File: config.mk
export PLATFORM = sky130hd
export DESIGN_NAME = alu_exec_ctrl
export DESIGN_NICKNAME = d
export VERILOG_FILES = /design/src/rtl/alu_exec_ctrl.sv
export SDC_FILE = /design/constraint.sdc
export NUM_CORES = 1
export LEC_CHECK = 0
export ABC_AREA = 1
export CAP_MARGIN = 20
export CORE_MARGIN = 5
export CORE_UTILIZATION = 35
export DETAILED_ROUTE_END_ITERATION = 8
export DONT_BUFFER_PORTS = 1
export GPL_ROUTABILITY_DRIVEN = 0
export GPL_TIMING_DRIVEN = 0
export PLACE_DENSITY = 0.5
export SLEW_MARGIN = 10
export SYNTH_ARGS = -nofsm -noshare
export SYNTH_HDL_FRONTEND = slang
export SYNTH_SLANG_ARGS = --single-unit
File: constraint.sdc
create_clock -name clk -period 2.6 [get_ports clk]
set_input_delay 0.26 -clock clk [delete_from_list [all_inputs] [get_ports clk]]
set_output_delay 0.26 -clock clk [all_outputs]
set_load 0.02 [all_outputs]
File: src/rtl/alu_exec_ctrl.sv
// rtl/alu_exec_ctrl.sv - ALUOp/funct decode with registered execute stage and multi-cycle multu/divu
//
// Purpose: decodes ALUOp and funct, runs single-cycle ALU ops directly into a
// registered result, and runs unsigned multiply/divide as a multi-cycle FSM
// that writes the HI/LO registers.
// Ports:
//   clk, reset          clock, synchronous active-high reset
//   in_valid/in_ready   issue handshake; accept when both high on a rising edge
//   in_aluop, funct     ALUOp from main control, R-type funct field
//   op_a, op_b          operands, sampled only at acceptance
//   out_valid           one-cycle pulse per accepted operation
//   result, zero        registered result and (result == 0)
//   hi, lo              HI/LO registers written by multu/divu
//   busy                multi-cycle op in flight (~in_ready)
module alu_exec_ctrl #(
  parameter int WIDTH      = 32,
  parameter int MUL_CYCLES = WIDTH,
  parameter int DIV_CYCLES = WIDTH
) (
  input  logic             clk,
  input  logic             reset,
  input  logic             in_valid,
  output logic             in_ready,
  input  logic [2:0]       in_aluop,
  input  logic [5:0]       funct,
  input  logic [WIDTH-1:0] op_a,
  input  logic [WIDTH-1:0] op_b,
  output logic             out_valid,
  output logic [WIDTH-1:0] result,
  output logic             zero,
  output logic [WIDTH-1:0] hi,
  output logic [WIDTH-1:0] lo,
  output logic             busy
);

  localparam int MAXC = (MUL_CYCLES > DIV_CYCLES) ? MUL_CYCLES : DIV_CYCLES;
  localparam int CW   = $clog2(MAXC + 1);
  // Bits retired per iteration so that WIDTH bits finish within the cycle budget.
  localparam int MK   = (WIDTH + MUL_CYCLES - 1) / MUL_CYCLES;
  localparam int DK   = (WIDTH + DIV_CYCLES - 1) / DIV_CYCLES;

  typedef enum logic [1:0] {IDLE, MUL, DIV, DONE} state_t;
  typedef enum logic [3:0] {
    OP_NOP, OP_ADD, OP_SUB, OP_AND, OP_OR, OP_SLT,
    OP_MULTU, OP_DIVU, OP_MFHI, OP_MFLO
  } op_t;

  state_t             state;
  op_t                op;
  logic [CW-1:0]      cnt;
  logic [WIDTH-1:0]   alu_res;

  logic [2*WIDTH-1:0] acc, acc_nxt, mcand, mcand_nxt;
  logic [WIDTH-1:0]   mplier, mplier_nxt;
  logic [WIDTH-1:0]   quo, quo_nxt, rem, rem_nxt, divisor;
  logic [WIDTH:0]     trial;

  assign in_ready = (state == IDLE) || (state == DONE);
  assign busy     = ~in_ready;

  always_comb begin
    op = OP_NOP;
    if (in_aluop == 3'b111) begin
      case (funct)
        6'b100000: op = OP_ADD;
        6'b100010: op = OP_SUB;
        6'b100100: op = OP_AND;
        6'b100101: op = OP_OR;
        6'b101010: op = OP_SLT;
        6'b011001: op = OP_MULTU;
        6'b011011: op = OP_DIVU;
        6'b010000: op = OP_MFHI;
        6'b010010: op = OP_MFLO;
        default:   op = OP_NOP;
      endcase
    end else begin
      case (in_aluop)
        3'b001, 3'b101: op = OP_ADD;
        3'b000:         op = OP_SUB;
        3'b100:         op = OP_SLT;
        3'b011:         op = OP_AND;
        3'b010:         op = OP_OR;
        default:        op = OP_NOP;
      endcase
    end
  end

  always_comb begin
    alu_res = '0;
    case (op)
      OP_ADD:  alu_res = op_a + op_b;
      OP_SUB:  alu_res = op_a - op_b;
      OP_AND:  alu_res = op_a & op_b;
      OP_OR:   alu_res = op_a | op_b;
      OP_SLT:  alu_res = {{(WIDTH-1){1'b0}}, ($signed(op_a) < $signed(op_b))};
      OP_MFHI: alu_res = hi;
      OP_MFLO: alu_res = lo;
      default: alu_res = '0;
    endcase
  end

  // Shift-add step; surplus bit slots just see a zero multiplier.
  always_comb begin
    acc_nxt    = acc;
    mcand_nxt  = mcand;
    mplier_nxt = mplier;
    for (int j = 0; j < MK; j++) begin
      if (mplier_nxt[0]) acc_nxt = acc_nxt + mcand_nxt;
      mcand_nxt  = mcand_nxt << 1;
      mplier_nxt = mplier_nxt >> 1;
    end
  end

  // Restoring step; bit slots beyond WIDTH total are skipped so the
  // quotient is not shifted past its final position. A zero divisor
  // naturally yields all-ones quotient and remainder == dividend.
  always_comb begin
    quo_nxt = quo;
    rem_nxt = rem;
    trial   = '0;
    for (int j = 0; j < DK; j++) begin
      if (int'(cnt) * DK + j < WIDTH) begin
        trial   = {rem_nxt, quo_nxt[WIDTH-1]};
        quo_nxt = quo_nxt << 1;
        if (trial >= {1'b0, divisor}) begin
          rem_nxt    = trial[WIDTH-1:0] - divisor;
          quo_nxt[0] = 1'b1;
        end else begin
          rem_nxt = trial[WIDTH-1:0];
        end
      end
    end
  end

  always_ff @(posedge clk) begin
    if (reset) begin
      state     <= IDLE;
      cnt       <= '0;
      out_valid <= 1'b0;
      result    <= '0;
      zero      <= 1'b1;
      hi        <= '0;
      lo        <= '0;
      acc       <= '0;
      mcand     <= '0;
      mplier    <= '0;
      quo       <= '0;
      rem       <= '0;
      divisor   <= '0;
    end else begin
      out_valid <= 1'b0;
      case (state)
        IDLE, DONE: begin
          state <= IDLE;
          if (in_valid) begin
            cnt <= '0;
            if (op == OP_MULTU) begin
              state  <= MUL;
              acc    <= '0;
              mcand  <= {{WIDTH{1'b0}}, op_a};
              mplier <= op_b;
            end else if (op == OP_DIVU) begin
              state   <= DIV;
              quo     <= op_a;
              rem     <= '0;
              divisor <= op_b;
            end else begin
              result    <= alu_res;
              zero      <= (alu_res == '0);
              out_valid <= 1'b1;
            end
          end
        end
        MUL: begin
          acc    <= acc_nxt;
          mcand  <= mcand_nxt;
          mplier <= mplier_nxt;
          cnt    <= cnt + 1'b1;
          if (cnt == CW'(MUL_CYCLES - 1)) begin
            state     <= DONE;
            hi        <= acc_nxt[2*WIDTH-1:WIDTH];
            lo        <= acc_nxt[WIDTH-1:0];
            result    <= acc_nxt[WIDTH-1:0];
            zero      <= (acc_nxt[WIDTH-1:0] == '0);
            out_valid <= 1'b1;
          end
        end
        DIV: begin
          quo <= quo_nxt;
          rem <= rem_nxt;
          cnt <= cnt + 1'b1;
          if (cnt == CW'(DIV_CYCLES - 1)) begin
            state     <= DONE;
            hi        <= rem_nxt;
            lo        <= quo_nxt;
            result    <= quo_nxt;
            zero      <= (quo_nxt == '0);
            out_valid <= 1'b1;
          end
        end
        default: state <= IDLE;
      endcase
    end
  end

endmodule

==> impl_results.md <==
* Io pins at 176
* Filler Cells Inserted at 9090
* YS warnings at 0
* Area growth syn-to-layout at 28.4%
* Async set or reset register ratio after synthesis at 0%
* Clock slew seen by the registers of the worst setup and hold paths at 60 ps
* Minimum clock period at 2950 ps
* Port buffer count at 0
* Fin. Hold Viols at 0
* Mapped cell area at 30000 um^2
* Static Leakage at 0.0170 uW
* Grt total ovfl at 0
* Share of cells above drive strength 1 at 21.1%
* Syn Area/Cell at 6.04 um^2
* Setup WS post-layout at -352 ps
* Initial antenna violation count at 12
* CTS Buffer Depth at 3
* Core box area at 85100 um^2
* Synthesized flop and latch total at 362
* Area leader, netlist: dfxtp_1
* Status: finished with violations
* DR vias at 35880
* Total track usage at 34.1%
* Met3 wire length at 17300 um
* Storage cell area at 7380 um^2
* Hold crit path type: in -> reg
* First-pass GRT wire length at 229000 um
* Synth cell count leaders: nand2_1, inv_1, nor2_1, a21oi_1, o21ai_0
* Clk root buf: clkbuf_16
* Largest net degree at the start of global routing at 13
* Crit path arrival time at 3490 ps
* Most used DFF post-synth: dfxtp_1
* Worst Hold Slack at 100 ps
* R2R Setup Slk at -350 ps
* Startpoint Class: flip-flop
* Clock Sinks at 362
* Pre-CTS setup slack at -1270 ps
* Rows at 107
* Net count after synthesis at 5244
* Register area share after synthesis at 24.2%
* Violated checks: setup timing
* Nets at 5470
* Max Slew Vio Count at 0
* Wire per inst at 26.1 um
* Worst setup path class: reg -> reg
* Critical Path RT at 3140 ps
* Die X at 303 um
* Slew @ Worst Pin at 1190 ps
* Top-count cell post-synth: nand2_1
* MaxCap Viol Count at 0
* Num CTS Buffers at 46
* ANT nets after route at 0
* Drt total wl at 166000 um
* Synth top area share at 24.2%
* CTS tree: yes
* Multi-input logic area at 22900 um^2
* Die Ht at 303 um
* Detailed-route DRC error count at 0
* Crit path max fanout at 4
* Post-synthesis cell count at 4961
* Max VDD drop at 0.467 mV
* Endpoints failing setup at 69
* Die area at 91600 um^2
* WL met1 at 64300 um
* Vias per cell at 5.63
* Final period util at 114%
* Highest Clock Rate at 339 MHz
* Post-synth EDFFs at 0
* PwrDens at 511 nW/um^2
* Clk_lat worst skew at 610 ps
* Post-synthesis cell type count at 61
* Synth area leaders: dfxtp_1, nand2_1, ha_1
* Level count of the clock H-tree at 2
* CP endpoint kind: flip-flop
* DR top layer: met5
* Post-route cell area at 38500 um^2
* Slew HR at 20.6%
* Initial DRT Pass Iterations at 6
* Post-Route Skew at 39.9 ps
* DR iter-0 viols at 4014
* Length of routed met2 wiring at 70700 um
* Vias in the first global route at 32860
* Hpwl dp at 131000 um
* Initial core utilization at 35.2%
* Unrepaired setup endpoints after global routing: true
* Area after DPL at 31400 um^2
[layout by cell type (no fill, tap or decap), drive strengths merged, types with 4 or more instances in the layout]
cell type and n:
o21bai 25, fa 4, a31oi 125, nor4 5, o21a 21, buf 218
nand3 347, nand4 48, o211ai 25, bufinv 7, diode 11, nor3 48
o21ai 405, nand3b 21, a21boi 7, dfxtp 362, xor2 38, a21o 15
ha 203, xnor2 31, or2 54, clkinv 10, dlygate4sd3 65, nand2 1410
a221oi 6, nor2 460, a21oi 396, inv 587, a211oi 37, mux2i 23
clkbuf 189
[critical path, cell delays in order (launching register included)]
cell,delay (ps)
dfxtp_4,370
ha_4,160
fa_2,430
nand2_2,100
nand3_2,90
nand3_2,100
nand2_4,100
xnor2_1,210
nand2_1,90
nand2_2,120
nand3_1,90
nor2_2,200
nand4_1,190
nor2_2,140
nand3_2,130
nand2_1,80
nand2_1,60
nand2_1,100
nand2_1,50
nand2_1,50
[kinds of logic (layout without fill, tap and decap cells)]
family	Yosys count	count (layout)	share of synthesized area, %
AO/OA/AOI/OAI	1075	1075	19.9
XOR/XNOR	69	69	2.02
adder cells (fa/ha/maj)	207	207	8.74
buffers and inverters	824	1078	11.0
flip-flops	362	362	24.2
multiplexers	23	23	0.768
other	0	11	0
AND/OR/NAND/NOR	2401	2402	33.4
[metrics by stage]
step	setup TNS (ps)	instances	utilization, %	power, uW
2_1_floorplan	0	4961	-	9030
3_3_place_gp	-161580	6105	36.9	10600
3_5_place_dp	-149760	6107	36.9	10600
4_1_cts	-3170	6306	42.4	18400
5_1_grt	-12970	6370	45.2	20300
6_report	-5150	6371	45.2	19700
[final timing paths]
kind             start   endpoint  cells after the start
max           mcand[0]       zero                     19
min           in_valid    acc[26]                      4
max reg2reg   mcand[0]       zero                     19
min reg2reg  mcand[59]  mcand[60]                      2
[final cells by class]
cell class                      count  share of cell area, %
Buffer                            232                   3.11
Tap cell                         1144                   3.72
Antenna cell                       11                 0.0715
Clock buffer                       61                   3.43
Clock inverter                     16                  0.683
Multi-Input combinational cell   3776                   59.5
Timing Repair Buffer              179                   4.45
Sequential cell                   362                   19.2
Inverter                          590                   5.86
[state kept, by name (all words and copies together) (netlist names)]
register   count
result        32
mplier        32
quo           32
divisor       32
lo            32
hi            32
cnt            6
zero           1
mcand         64
state          2
out_valid      1
rem           32
acc           64
[power breakdown]
group | total [uW] | switching (uW) | internal, uW
sequential | 6110 | 367 | 5740
combinational | 6550 | 4130 | 2430
clock | 7000 | 2770 | 4220
[layer usage]
layer | GRT usage (%) | up-vias
met3 | 9.00 | 490
met5 | 0 | -
met4 | 21.4 | 2
met2 | 53.1 | 1790
met1 | 42.0 | 16868
li1 | - | 16730
[timing repair]
item                                    in CTS  in global routing
hold endpoints to repair                   128                  0
cloned                                       1                  5
resized for setup                          518                534
hold buffers                                65                  0
endpoints found under the setup margin     342                173
buffers inserted                            58                 54
pin swaps                                   92                190
No activity file was read; power rests on OpenSTA's default activity.
